### config.mk
export PLATFORM = sky130hd
export DESIGN_NAME = wb_stage
export DESIGN_NICKNAME = d
export VERILOG_FILES = /design/src/rtl/wb_stage_pkg.sv /design/src/rtl/wb_commit_hist.sv /design/src/rtl/wb_stage.sv
export SDC_FILE = /design/constraint.sdc
export NUM_CORES = 1
export LEC_CHECK = 0
export ABC_CLOCK_PERIOD_IN_PS = 3600
export CORE_MARGIN = 5
export CORE_UTILIZATION = 42
export DETAILED_ROUTE_END_ITERATION = 12
export PLACE_DENSITY = 0.87
export SLEW_MARGIN = 10
export SYNTH_ARGS = -nofsm -noshare
export SYNTH_HDL_FRONTEND = slang
export SYNTH_SLANG_ARGS = --single-unit
### constraint.sdc
create_clock -name clk -period 3.6 [get_ports clk]
set_input_delay 0.36 -clock clk [delete_from_list [all_inputs] [get_ports clk]]
set_output_delay 0.36 -clock clk [all_outputs]
set_load 0.02 [all_outputs]
### src/rtl/wb_stage_pkg.sv
// Shared definitions for the write-back stage: internal opcodes, halt word,
// FSM state type.
package wb_stage_pkg;

  localparam logic [5:0]  ADD_I         = 6'd1;
  localparam logic [5:0]  LW_I          = 6'd10;
  localparam logic [5:0]  SW_I          = 6'd11;
  localparam logic [31:0] HALT_INST_DEF = 32'h0000_0073;

  typedef enum logic {
    RUN,
    HALTED
  } wb_state_e;

endpackage

### src/rtl/wb_commit_hist.sv
// Circular buffer of committed PCs; newest entry is read at rd_idx = 0.
// Only instantiated by wb_stage when WB_COMMIT_HIST_EN is defined.
module wb_commit_hist #(
  parameter int unsigned DBITS      = 32,
  parameter int unsigned HIST_DEPTH = 8,
  localparam int unsigned IW        = $clog2(HIST_DEPTH)
) (
  input  logic             clk,
  input  logic             reset,
  input  logic             push,
  input  logic [DBITS-1:0] push_pc,
  input  logic [IW-1:0]    rd_idx,
  output logic [DBITS-1:0] rd_pc
);

  logic [DBITS-1:0] mem_q [HIST_DEPTH];
  logic [DBITS-1:0] mem_d [HIST_DEPTH];
  logic [IW-1:0]    wptr_q, wptr_d;
  logic [IW-1:0]    rd_ptr;

  always_comb begin
    mem_d  = mem_q;
    wptr_d = wptr_q;
    if (push) begin
      mem_d[wptr_q] = push_pc;
      wptr_d        = wptr_q + IW'(1);
    end
  end

  // Power-of-two depth: pointer arithmetic wraps naturally
  always_comb begin
    rd_ptr = wptr_q - IW'(1) - rd_idx;
    rd_pc  = mem_q[rd_ptr];
  end

  always_ff @(posedge clk) begin
    if (reset) begin
      wptr_q <= '0;
      for (int unsigned i = 0; i < HIST_DEPTH; i++) mem_q[i] <= '0;
    end else begin
      wptr_q <= wptr_d;
      mem_q  <= mem_d;
    end
  end

endmodule

### src/rtl/wb_stage.sv
// Write-back stage: result select, regfile write port, retirement bookkeeping
// and halt detection. Define WB_COMMIT_HIST_EN to add the commit-PC history.
module wb_stage
  import wb_stage_pkg::*;
#(
  parameter int unsigned          DBITS      = 32,
  parameter int unsigned          INSTBITS   = 32,
  parameter int unsigned          REGNOBITS  = 5,
  parameter int unsigned          IOPBITS    = 6,
  parameter logic [INSTBITS-1:0]  HALT_INST  = INSTBITS'(HALT_INST_DEF),
  parameter int unsigned          HIST_DEPTH = 8,
  localparam int unsigned LATCH_W = 1 + INSTBITS + 4*DBITS + IOPBITS + REGNOBITS + 1,
  localparam int unsigned HIDX_W  = $clog2(HIST_DEPTH)
) (
  input  logic                 clk,
  input  logic                 reset,
  input  logic [LATCH_W-1:0]   from_MEM_latch,
  output logic                 wb_wr_en,
  output logic [REGNOBITS-1:0] wb_wregno,
  output logic [DBITS-1:0]     wb_wval,
  output logic                 from_WB_to_FE,
  output logic [DBITS-1:0]     retired_count,
  output logic [DBITS-1:0]     last_pc,
  output logic                 halted,
  output logic                 order_err,
  input  logic [HIDX_W-1:0]    hist_idx,
  output logic [DBITS-1:0]     hist_pc
);

  localparam int unsigned RD_LSB    = 0;
  localparam int unsigned IC_LSB    = DBITS;
  localparam int unsigned WR_BIT    = 2*DBITS;
  localparam int unsigned WRN_LSB   = WR_BIT + 1;
  localparam int unsigned ALU_LSB   = WRN_LSB + REGNOBITS;
  localparam int unsigned OP_LSB    = ALU_LSB + DBITS;
  localparam int unsigned PC_LSB    = OP_LSB + IOPBITS;
  localparam int unsigned INST_LSB  = PC_LSB + DBITS;
  localparam int unsigned VALID_BIT = INST_LSB + INSTBITS;

  logic                 l_valid, l_wr_reg;
  logic [INSTBITS-1:0]  l_inst;
  logic [DBITS-1:0]     l_pc, l_alu, l_ic, l_rd;
  logic [IOPBITS-1:0]   l_op;
  logic [REGNOBITS-1:0] l_wregno;

  assign l_valid  = from_MEM_latch[VALID_BIT];
  assign l_inst   = from_MEM_latch[INST_LSB +: INSTBITS];
  assign l_pc     = from_MEM_latch[PC_LSB   +: DBITS];
  assign l_op     = from_MEM_latch[OP_LSB   +: IOPBITS];
  assign l_alu    = from_MEM_latch[ALU_LSB  +: DBITS];
  assign l_wregno = from_MEM_latch[WRN_LSB  +: REGNOBITS];
  assign l_wr_reg = from_MEM_latch[WR_BIT];
  assign l_ic     = from_MEM_latch[IC_LSB   +: DBITS];
  assign l_rd     = from_MEM_latch[RD_LSB   +: DBITS];

  wb_state_e        state_q, state_d;
  logic [DBITS-1:0] retired_q, retired_d;
  logic [DBITS-1:0] last_pc_q, last_pc_d;
  logic [DBITS-1:0] expect_q, expect_d;
  logic             order_err_q, order_err_d;
  logic             commit;

  always_comb begin
    commit    = l_valid && (state_q != HALTED) && !reset;
    wb_wr_en  = commit && l_wr_reg && (l_wregno != '0);
    wb_wregno = reset ? '0 : l_wregno;
    wb_wval   = '0;
    if (!reset) wb_wval = (l_op == IOPBITS'(LW_I)) ? l_rd : l_alu;
  end

  always_comb begin
    state_d     = state_q;
    retired_d   = retired_q;
    last_pc_d   = last_pc_q;
    expect_d    = expect_q;
    order_err_d = order_err_q;
    if (commit) begin
      retired_d = retired_q + DBITS'(1);
      last_pc_d = l_pc;
      // Resync to the observed count so one gap flags once, not forever
      expect_d  = l_ic + DBITS'(1);
      if (l_ic != expect_q) order_err_d = 1'b1;
      if (l_inst == HALT_INST) state_d = HALTED;
    end
  end

  always_ff @(posedge clk) begin
    if (reset) begin
      state_q     <= RUN;
      retired_q   <= '0;
      last_pc_q   <= '0;
      expect_q    <= '0;
      order_err_q <= 1'b0;
    end else begin
      state_q     <= state_d;
      retired_q   <= retired_d;
      last_pc_q   <= last_pc_d;
      expect_q    <= expect_d;
      order_err_q <= order_err_d;
    end
  end

  assign halted        = (state_q == HALTED);
  assign from_WB_to_FE = halted;
  assign retired_count = retired_q;
  assign last_pc       = last_pc_q;
  assign order_err     = order_err_q;

`ifdef WB_COMMIT_HIST_EN
  wb_commit_hist #(
    .DBITS      (DBITS),
    .HIST_DEPTH (HIST_DEPTH)
  ) u_hist (
    .clk     (clk),
    .reset   (reset),
    .push    (commit),
    .push_pc (l_pc),
    .rd_idx  (hist_idx),
    .rd_pc   (hist_pc)
  );
`else
  logic unused_hist_idx;
  assign unused_hist_idx = ^hist_idx;
  assign hist_pc         = '0;
`endif

endmodule

==> results.py <==
metrics = {
    "worst_setup_path": {
        "startpoint": "from_MEM_latch[105]",
        "critPathKind": "in -> out",
        "critical-path-max-stage-delay_ps": 720,
        "r2r_cells": 5,
        "crit_buf_inv": 3,
        "crit_slowest_cell": "clkdlybuf4s50_1",
        "worstSetupEndpointType": "primary output",
        "r2r-start": "from_WB_to_FE$_SDFFE_PP0P_",
        "cp.required_ps": 3240,
        "worstPathCellList": "clkdlybuf4s50_1, nor4b_1, and3b_1, buf_4, nand2_1, a21oi_1, clkdlybuf4s50_1",
        "critical_path_depth": 7,
        "cp_top_family": "buffers and inverters",
        "critPathArrivalTime_ps": 2780,
        "startpoint_type": "primary input",
        "cp_common_cell": "clkdlybuf4s50_1",
        "crit_fanout": 32,
    },
    "finish": {
        "area_growth_pct": 53.5,
        "multi_input_area_mm2": 0.00328,
        "layout.nets": 1156,
        "diodes": 0,
        "final_core_util_pct": 65.3,
        "fillers": 1096,
        "final_cells": 1157,
        "drive_gt1_share_pct": 4.38,
        "regArea_mm2": 0.00196,
    },
    "yosys": {
        "synth_seq_cells": 98,
        "muxShareOfSynthArea_pct": 1.00,
        "ys_seq_area_share_pct": 34.9,
        "synth_compound_area_share_pct": 11.8,
        "synth_fa_ha_area_share_pct": 0.446,
        "yosys_warnings": 0,
        "postSynthCellCount": 726,
        "synthTopCellsByArea": "dfxtp_1, nand2_1, xor2_1",
        "ys_async_sr_fraction_pct": 0,
        "synth_top_family_by_area": "simple AND/OR/NAND/NOR gates",
        "yosysUniqueCellTypes": 45,
        "synth_edf_count": 0,
        "yosys.area_share.simple_pct": 30.3,
        "syn_area_per_cell_um2": 7.73,
        "synth_top_area_share_pct": 34.9,
        "netlist_area_mm2": 0.00562,
        "ys.flop_type": "dfxtp_1",
        "synth_xor_area_share_pct": 12.5,
        "yosysTopAreaCell": "dfxtp_1",
    },
    "outcome": {
        "run_status": "finished, final reports clean",
    },
    "global_route": {
        "grt_usage_pct": 22.9,
        "overflow": 0,
        "grt_max_degree": 73,
        "grt_antenna_before_repair": 0,
        "grt_pass1_vias": 5530,
        "grt_pass1_wl_um": 29200,
    },
    "min_path": {
        "hold_class": "reg -> reg",
        "whs_path_depth": 2,
        "hold_path.startpoint": "last_pc[6]$_SDFFE_PP0P_",
    },
    "pwr": {
        "swShare_pct": 29.0,
        "power.share.combinational_pct": 22.7,
        "power.switching_w": 0.000793,
        "pwr-share-clk_pct": 34.8,
        "seq_power_share_pct": 42.5,
        "p_int_w": 0.00194,
        "leakagePower_nw": 3.24,
        "p_per_area_mw_per_mm2": 317,
        "vdd_drop_max_uv": 220,
    },
    "clock_network": {
        "cts_tree": "built",
        "cts-buffers-inserted": 9,
        "clock_tree.root_cell": "clkbuf_16",
        "cts_setup_buffers": 0,
        "cts_resized": 0,
        "path_clk_slew_ps": 70,
        "clock-sinks": 98,
        "clk_latency_ps": 340,
        "clock_path_buffers": 2,
        "htree_levels": 3,
        "cts_hold_buf": 0,
    },
    "floorplanning": {
        "die_area_mm2": 0.0158,
        "initial_utilization_pct": 42.6,
        "die_width_um": 126,
        "pin_count": 315,
        "num_rows": 42,
        "core-area_mm2": 0.0132,
        "die_y_um": 126,
    },
    "detailed_routing": {
        "wirelength_um": 19200,
        "drc": 0,
        "drtAntennaViolNets": 0,
        "drtIter0Drc": 435,
        "wire_per_inst_um": 16.6,
        "first_pass_iters": 4,
        "viasPerCell": 5.04,
        "vias": 5833,
    },
    "sta": {
        "relSlewSlack_pct": 48.9,
        "skew_ps": 10.6,
        "slew_violations": 0,
        "period_needed_ps": 3140,
        "finalSetupViolCount": 0,
        "tns_ps": 0,
        "grt_setup_unrepaired": "false",
        "fmax_mhz": 319,
        "tightest_slew_ps": 764,
        "hold_viol": 0,
        "min_period_over_period_pct": 87.1,
    },
    "place": {
        "dp_hpwl_um": 15400,
        "gp_congestion": 0.884,
        "post-place-cells": 1141,
        "portBuffers": 279,
    },
    "run": {
        "drv_cap": 0,
    },
}
-- logic make-up after synthesis --
group | count (synthesis)
compound gates | 114
xor+xnor | 80
fa+ha+maj | 2
buf+inv | 83
flops | 98
mux | 5
other cells | 1
simple gates | 343
-- layer usage --
| metal | part of all wire [%] | GRT usage [%] | vias up |
|---|---|---|---|
| met5 | 0 | 0 | - |
| met4 | 4.0 | 9.38 | 0 |
| met3 | 9.0 | 6.82 | 34 |
| met2 | 50 | 40.6 | 259 |
| met1 | 37 | 25.5 | 2633 |
| li1 | - | - | 2907 |
-- synth_stat cells (all sizes together) (5+ instances only) --
library cell and n:
nand2 151, dfxtp 98, a21oi 74, nor2 70, xor2 62, buf 46
clkbuf 32, a211oi 28, nand4 25, nand3 23, nor4 21, xnor2 18
nor2b 12, and2 8, and4 7, o21ai 7, or3 6, mux2 5
nor3 5
-- cell usage in the layout (no fill, tap or decap), types with 9 or more instances in the layout --
cell type        instances
clkdlybuf4s50_1        278
nand2_1                151
dfxtp_1                 98
a21oi_1                 74
nor2_1                  69
xor2_1                  62
conb_1                  32
a211oi_1                27
nand3_1                 23
nand4_1                 21
xnor2_1                 18
nor4_1                  14
nor2b_1                 11
clkbuf_16                9
buf_4                    9
-- power groups by stage --
stage / clock [W] / combinational [W] / sequential (W)
floorplan: 0 / 0.000267 / 0.00121
global placement: 0 / 0.000612 / 0.00118
detailed placement: 0 / 0.000619 / 0.00119
CTS: 0.000968 / 0.000621 / 0.00116
global route: 0.00101 / 0.000663 / 0.00117
finish: 0.000950 / 0.000620 / 0.00116
-- worst paths after layout --
check	end	slack, ps
worst max-delay path	wb_wval[11]	460
worst min-delay path	last_pc[6]$_SDFFE_PP0P_	450
worst max register to register	retired_count[31]$_SDFFE_PP0P_	1550
worst min register to register	last_pc[6]$_SDFFE_PP0P_	450
-- cell type report --
cell class / count / share of cell area, %
Clock buffer: 9 / 2.61
Clock inverter: 7 / 0.770
Inverter: 4 / 0.174
Multi-Input combinational cell: 576 / 38.0
Sequential cell: 98 / 22.8
Tap cell: 176 / 2.56
Timing Repair Buffer: 287 / 33.1
-- worst min-delay path: stages (launching register included) --
cell and delay, ps:
dfxtp_1 310, nand2_1 50, a21oi_1 50
-- through the flow --
step           instance area [µm²]  hold WS (ps)  power [W]  setup slack [ps]
2_1_floorplan                 5730           448    0.00148              1500
3_3_place_gp                  8330           436    0.00180               474
3_5_place_dp                  8330           446    0.00181               458
4_1_cts                       8620           456    0.00275               453
5_1_grt                       8620           474    0.00284               398
6_report                      8620           455    0.00273               465
-- flip-flops by register name, summed over array words and instances (netlist names) --
signal         flops
retired_count     32
expect_q          32
last_pc           32
order_err          1
from_WB_to_FE      1
No activity file was read; power rests on OpenSTA's default activity.
